===== config.mk =====
export PLATFORM = sky130hd
export DESIGN_NAME = mem_access_stage
export DESIGN_NICKNAME = d
export VERILOG_FILES = /design/src/rtl/mem_access_stage_pkg.sv /design/src/rtl/mem_access_stage_wb_reg.sv /design/src/rtl/mem_access_stage.sv
export SDC_FILE = /design/constraint.sdc
export NUM_CORES = 1
export LEC_CHECK = 0
export BUFFER_PORTS_ARGS = -buffer_cell sky130_fd_sc_hd__buf_2
export CAP_MARGIN = 20
export CORE_AREA = 2 2 121 93
export CTS_CLUSTER_DIAMETER = 100
export DETAILED_ROUTE_END_ITERATION = 8
export DIE_AREA = 0 0 123 95
export PLACE_DENSITY_LB_ADDON = 0.15
export SLEW_MARGIN = 30
export SYNTH_ARGS = -nofsm -noshare
export SYNTH_HDL_FRONTEND = slang
export SYNTH_SLANG_ARGS = --single-unit

===== constraint.sdc =====
create_clock -name clk -period 1.6 [get_ports clk]
set_input_delay 0.24 -clock clk [delete_from_list [all_inputs] [get_ports clk]]
set_output_delay 0.24 -clock clk [all_outputs]
set_load 0.03 [all_outputs]

===== src/rtl/mem_access_stage_pkg.sv =====
// Shared constants and types for the MEM stage: FSM encoding and the
// byte address that maps to data-memory word 0.
package mem_access_stage_pkg;

  typedef enum logic {
    MEM_IDLE   = 1'b0,
    MEM_ACCESS = 1'b1
  } mem_state_e;

  localparam int unsigned MEM_BASE_DEFAULT = 1024;

endpackage


===== src/rtl/mem_access_stage_wb_reg.sv =====
// MEM/WB pipeline register feeding the register-file write port.
// wb_en is refreshed every cycle; dest/value only load when ld_en_i is set.
module mem_wb_reg #(
  parameter int DATA_W     = 32,
  parameter int REG_ADDR_W = 4
) (
  input  logic                  clk,
  input  logic                  rst,
  input  logic                  ld_en_i,
  input  logic                  wb_en_i,
  input  logic [REG_ADDR_W-1:0] wb_dest_i,
  input  logic [DATA_W-1:0]     wb_value_i,
  output logic                  wb_en_o,
  output logic [REG_ADDR_W-1:0] wb_dest_o,
  output logic [DATA_W-1:0]     wb_value_o
);

  logic                  wb_en_q;
  logic [REG_ADDR_W-1:0] wb_dest_q;
  logic [DATA_W-1:0]     wb_value_q;

  always_ff @(posedge clk) begin
    if (rst) begin
      wb_en_q    <= 1'b0;
      wb_dest_q  <= '0;
      wb_value_q <= '0;
    end else begin
      wb_en_q <= wb_en_i;
      if (ld_en_i) begin
        wb_dest_q  <= wb_dest_i;
        wb_value_q <= wb_value_i;
      end
    end
  end

  assign wb_en_o    = wb_en_q;
  assign wb_dest_o  = wb_dest_q;
  assign wb_value_o = wb_value_q;

endmodule


===== src/rtl/mem_access_stage.sv =====
// MEM stage: passes ALU results through in one cycle, runs loads/stores over a
// req/ack data-memory port, and freezes upstream stages while an access is pending.
//
//   state      | meaning
//   MEM_IDLE   | accept from EXE; ALU ops write back next edge, mem ops are captured
//   MEM_ACCESS | request outstanding from holding registers; wait for mem_ack
module mem_access_stage
  import mem_access_stage_pkg::*;
#(
  parameter int          DATA_W     = 32,
  parameter int          REG_ADDR_W = 4,
  parameter int          MEM_ADDR_W = 6,
  parameter int unsigned MEM_BASE   = MEM_BASE_DEFAULT
) (
  input  logic                  clk,
  input  logic                  rst,
  input  logic                  exe_valid,
  input  logic                  exe_wb_en,
  input  logic                  exe_mem_r_en,
  input  logic                  exe_mem_w_en,
  input  logic [REG_ADDR_W-1:0] exe_dest,
  input  logic [DATA_W-1:0]     exe_alu_result,
  input  logic [DATA_W-1:0]     exe_val_rm,
  output logic                  freeze,
  output logic                  mem_req,
  output logic                  mem_we,
  output logic [MEM_ADDR_W-1:0] mem_addr,
  output logic [DATA_W-1:0]     mem_wdata,
  input  logic                  mem_ack,
  input  logic [DATA_W-1:0]     mem_rdata,
  output logic                  wb_en,
  output logic [REG_ADDR_W-1:0] wb_dest,
  output logic [DATA_W-1:0]     wb_value
);

  mem_state_e state_q, state_d;

  logic                  held_we_q;
  logic                  held_wb_en_q;
  logic [REG_ADDR_W-1:0] held_dest_q;
  logic [MEM_ADDR_W-1:0] held_addr_q;
  logic [DATA_W-1:0]     held_wdata_q;

  logic                  mem_op;
  logic                  capture;
  logic [MEM_ADDR_W-1:0] xlat_addr;

  logic                  wb_ld_en;
  logic                  wb_en_d;
  logic [REG_ADDR_W-1:0] wb_dest_d;
  logic [DATA_W-1:0]     wb_value_d;

  assign mem_op = exe_valid & (exe_mem_r_en | exe_mem_w_en);

  // Out-of-window addresses wrap silently; byte offset bits are dropped.
  assign xlat_addr = MEM_ADDR_W'((exe_alu_result - DATA_W'(MEM_BASE)) >> 2);

  always_ff @(posedge clk) begin
    if (rst) begin
      state_q <= MEM_IDLE;
    end else begin
      state_q <= state_d;
    end
  end

  always_comb begin
    state_d    = state_q;
    capture    = 1'b0;
    freeze     = 1'b0;
    wb_ld_en   = 1'b0;
    wb_en_d    = 1'b0;
    wb_dest_d  = exe_dest;
    wb_value_d = exe_alu_result;
    case (state_q)
      MEM_IDLE: begin
        if (mem_op) begin
          capture = 1'b1;
          freeze  = 1'b1;
          state_d = MEM_ACCESS;
        end else begin
          wb_ld_en = 1'b1;
          wb_en_d  = exe_valid & exe_wb_en;
        end
      end
      MEM_ACCESS: begin
        if (mem_ack) begin
          state_d = MEM_IDLE;
          if (!held_we_q) begin
            wb_ld_en   = 1'b1;
            wb_en_d    = held_wb_en_q;
            wb_dest_d  = held_dest_q;
            wb_value_d = mem_rdata;
          end
        end else begin
          freeze = 1'b1;
        end
      end
      default: state_d = MEM_IDLE;
    endcase
  end

  // A simultaneous read+write request is treated as a store.
  always_ff @(posedge clk) begin
    if (rst) begin
      held_we_q    <= 1'b0;
      held_wb_en_q <= 1'b0;
      held_dest_q  <= '0;
      held_addr_q  <= '0;
      held_wdata_q <= '0;
    end else if (capture) begin
      held_we_q    <= exe_mem_w_en;
      held_wb_en_q <= exe_wb_en;
      held_dest_q  <= exe_dest;
      held_addr_q  <= xlat_addr;
      held_wdata_q <= exe_val_rm;
    end
  end

  assign mem_req   = (state_q == MEM_ACCESS);
  assign mem_we    = held_we_q;
  assign mem_addr  = held_addr_q;
  assign mem_wdata = held_wdata_q;

  mem_wb_reg #(
    .DATA_W     (DATA_W),
    .REG_ADDR_W (REG_ADDR_W)
  ) u_mem_wb_reg (
    .clk        (clk),
    .rst        (rst),
    .ld_en_i    (wb_ld_en),
    .wb_en_i    (wb_en_d),
    .wb_dest_i  (wb_dest_d),
    .wb_value_i (wb_value_d),
    .wb_en_o    (wb_en),
    .wb_dest_o  (wb_dest),
    .wb_value_o (wb_value)
  );

endmodule

# Yosys cells after proc, flatten, opt, wreduce, memory -nomap -nowiden

Cells that the tools add are included.

Input port bits: 107
Word-level logic and storage cells: 32
Register bits after elaboration: 82
Output and inout port bits: 78

Muxes and demuxes: 18
Add/subtract/negate cells: 1
Bitwise operators: 4

Operators with widths:

| operator                                         | count |
|---|---|
| 2-to-1 mux 32 bit                                | 3 |
| 2-to-1 mux 4 bit                                 | 3 |
| 2-to-1 mux 1 bit                                 | 9 |
| subtractor 8 x 1 -> 8 bit, second input constant | 1 |
| case mux 1 bit (2 select lines)                  | 3 |
| AND 1 bit                                        | 2 |
| NOT 1 bit                                        | 1 |
| bitwise OR 1 bit                                 | 1 |

# Logic depth before layout (Yosys ltp)

Word-level depth: 4
Depth in mapped cells: 6
Depth with buffers taken out: 3

# Cells and area by module

Synthesis repeated with hierarchy kept, for this count alone.

Cells, all modules: 362
Area total of the unflattened synthesis: 3941.3 µm²

By module, submodules not included:

| module           | instances | seq. area each (µm²) | cells each | area each (µm²) |
|---|---|---|---|---|
| mem_access_stage | 1         | 900.9                | 244        | 2607.5 |
| mem_wb_reg       | 1         | 740.7                | 118        | 1333.8 |

# Worst setup path before layout

No wires, ideal clock.

Path kind: register -> output
Start: register state_q (netlist: mem_req)
End: output port freeze
Buffers on the path: 2
Setup slack: -175 ps
Arrival: 1535 ps
Stages on the path, launching flop included: 5
Required time: 1360 ps
Path through: dfxtp_1 > buf_6 > clkbuf_1 > nor2_1 > a21oi_1

Cells in the longest elaborated chain, start to end: 2

Ends and longest elaborated chain:

| item                              | line                   | RTL |
|---|---|---|
| start, declared                   | mem_access_stage.sv:36 | `mem_state_e state_q, state_d;` |
| start signal, assigned            | mem_access_stage.sv:62 | `state_q <= state_d;` |
| NOT 1 bit                         | n/a                    |  |
| case mux 1 bit (2 select lines) * | mem_access_stage.sv:74 | `case (state_q)` |
| end, declared                     | mem_access_stage.sv:24 | `output logic freeze,` |

Every way passes the cells marked *; elsewhere a longest branch is shown, timed or not.

# Final worst setup path

Same ends and word-level chain as after synthesis.

==> key figures <==
Run status
  – Status: finished clean

Detailed routing
  – DRC viols: 0
  – Via density: 5.131
  – Total number of vias: 3,576
  – DR iter-0 viols: between 200 and 300
  – Initial DRT Pass Iterations: 6
  – Routed len/inst: between 15 and 20 µm
  – Antenna-violating nets left: 0
  – Total wire length: around 11,000 µm

Setup path
  – Worst Setup Start Kind: register
  – Crit path arrival time: roughly 1.2 ns
  – Crit. Startpoint: mem_req
  – CP Capture Type: primary output
  – Register-to-register setup slack: approximately 0.22 ns
  – Crit Reg-Reg Startpoint: mem_req
  – Reg2reg end: u_mem_wb_reg.wb_value_o[7]
  – WP data required: ~1.4 ns
  – Reg2reg path depth: 4
  – Critical path peak fanout: 10
  – Crit path kind: register to primary output

Timing
  – Setup tns final: 0 ns
  – Setup violators final: 0
  – Measured slew at the worst slew-check pin: about 0.54 ns
  – Max Fclk: roughly 680 MHz
  – Post-route minimum period: around 1.5 ns
  – Final Skew: 0.003852 ns
  – Fin. Hold Viols: 0
  – RSZ-0062 raised after global routing: false
  – Fin. max-slew vios: 0
  – Slew HR: 64.09%
  – Tcrit/Tclk final: 92.31%

Synthesis
  – Post-synth EDFFs: 0
  – Asr flop ratio synth: 0%
  – Cell variety after synth: 25
  – Ys flop type: dfxtp_1
  – Synthesized area: around 3600 µm²
  – Syn_area_per_cell: approximately 9.3 µm²
  – Synthesis-stage register bit count: 82
  – Syn Inst Count: roughly 390
  – YS warnings: 0
  – Sequential fraction of the synthesis area: 45.60%
  – Syn Nets: between 400 and 500

Pwr
  – Total power draw: about 6 mW
  – Clock power frac: about 39%
  – Sequential share of power: between 30% and 40%
  – Pwr dens: 1182 nW/µm²
  – Switching share of total power: a little under a third
  – Leakage: around 2.4 nW
  – Worst VDD drop: around 0.53 mV
  – Internal: about 4.1 mW
  – Psw: about 1.8 mW
  – Comb pwr share: around 22%

Clocking
  – Root Buffer: clkbuf_16
  – Number of setup buffers added after CTS: 0
  – Cells resized by post-CTS repair: 0
  – Clk sinks: around 80
  – CTS tree: yes
  – Clk_lat worst skew: approximately 0.34 ns
  – Clock buffer depth: 2
  – Clk slew on worst S/H paths: 0.06 ns
  – H-tree Lvls: 3
  – CTS buffer count: 9
  – Hold_buf cts: 0

Place
  – HPWL Detailed: between 7000 and 8000 µm
  – Placed instance area: 4613 µm²
  – GPL Wtd Cong: ~0.67
  – Port bufs: ~180

Worst hold path
  – Hold path start: exe_val_rm[24]
  – Hold path depth: 3
  – Hold path endpoint: mem_wdata[24]
  – Tightest Hold Check Type: primary input to register

Global routing
  – Grt met2 use: between 20% and 30%
  – First-pass GRT wire length: 16,490 µm
  – GRT busiest layer: met2
  – Aggregate global-route resource usage: between 10% and 20%
  – Routing usage on met3: 6.280%
  – Met1 GRT Util: between 20% and 30%
  – Number of global-route vias before repair: 3,387
  – Initial antenna violation count: 0
  – Total gr overflow: 0
  – Largest net degree at the start of global routing: 38

Run
  – Max Cap Viol: 0

Layout
  – # fillers: roughly 1,100
  – Antenna cells: 0
  – Layout area overhead: 37.26%
  – Most frequent cells in the layout: 184 x buf_2, 81 x dfxtp_1, 45 x a21oi_1
  – Most common cell after layout, fill and taps aside: buf_2
  – Fin nets: between 600 and 700
  – Design Area, Final: 4941 µm²
  – Share of cells above drive strength 1: between 40 and 50%

Floorplan
  – Die ar.: about 12,000 µm²
  – Die span in x: between 100 and 150 µm
  – Die height: between 90 and 100 µm
  – # IOs: roughly 190
  – Initial Util: 33.79%
  – Rows: 33
  – Core box area: between 10,000 and 15,000 µm²
## how the worst max path moves through the flow
| stage | end | slack [ns] | cells after the start |
|---|---|---|---|
| 2_1_floorplan | freeze | 0.11 | 4 |
| 5_1_grt | freeze | 0.04 | 3 |
| 6_report | freeze | 0.12 | 3 |
| 3_5_place_dp | u_mem_wb_reg.wb_dest_o[3] | 0.21 | 4 |
| 4_1_cts | freeze | 0.1 | 3 |
| 3_3_place_gp | u_mem_wb_reg.wb_value_o[12] | 0.25 | 4 |
## cell families (layout without fill, tap and decap cells)
logic type / count (synthesis) / after routing / share of synthesized area, %
muxes: 30 / 30 / 8.342
DFF: 82 / 82 / 45.60
and+or+nand+nor: 98 / 98 / 13.03
AOI/OAI and AO/OA: 130 / 130 / 24.75
buffers and inverters: 46 / 217 / 8.272
## worst max-delay path, stage by stage, from the launching register on
cell,delay (ns)
dfxtp_2,0.46
nor2_1,0.13
a21oi_4,0.11
buf_2,0.21
## synth_stat cells (7+ instances only)
cell type	count	area [µm²]
a221oi_1	14	122.6
a21oi_1	46	230.2
clkbuf_1	21	78.83
a221oi_2	16	240.2
o21ai_0	44	220.2
a211oi_1	7	52.55
dfxtp_1	82	1642
nand3_1	44	220.2
mux2i_1	30	300.3
buf_2	13	65.06
nor2_1	37	138.9
## final cells by class
cell class	instances	area, µm²	share of cell area [%]
multi-input combinational	258	1688	34.16
sequential	82	1643	33.25
timing repair buffer	200	1104	22.33
clock buffer	10	239.0	4.837
tap	140	175.2	3.545
clock inverter	6	88.84	1.798
inverter	1	3.754	0.07597
## state kept, by name (all words and copies together) (netlist names)
register	count
mem_wdata	32
u_mem_wb_reg.wb_value_o	32
mem_addr	6
held_dest_q	4
u_mem_wb_reg.wb_dest_o	4
held_wb_en_q	1
mem_req	1
mem_we	1
u_mem_wb_reg.wb_en_o	1
## power by group through the flow
stage                     logic [mW]  clock network [mW]  registers (mW)
after floorplan                0.565                   0            2.65
after global placement          1.29                   0            2.34
after detailed placement        1.31                   0            2.34
after CTS                       1.31                2.32            2.30
after global routing            1.41                2.40            2.32
final                           1.30                2.25            2.30
## per-layer routing
metal / vias to the layer above / wire length (µm)
met4: 0 / 179
li1: 1754 / -
met5: - / 0
met2: 128 / 4834
met3: 14 / 931
met1: 1680 / 4686
## stage by stage
stage	setup slack, ns	cells	hold WS, ns	utilization (%)
after floorplan	0.1056	386	0.3320	-
after global placement	0.2515	681	0.4494	43.31
after detailed placement	0.2092	681	0.4530	43.31
after CTS	0.09990	697	0.1330	46.38
after global routing	0.03921	697	0.1430	46.38
final	0.1230	697	0.1473	46.38
(Power assumes the default switching activity.)
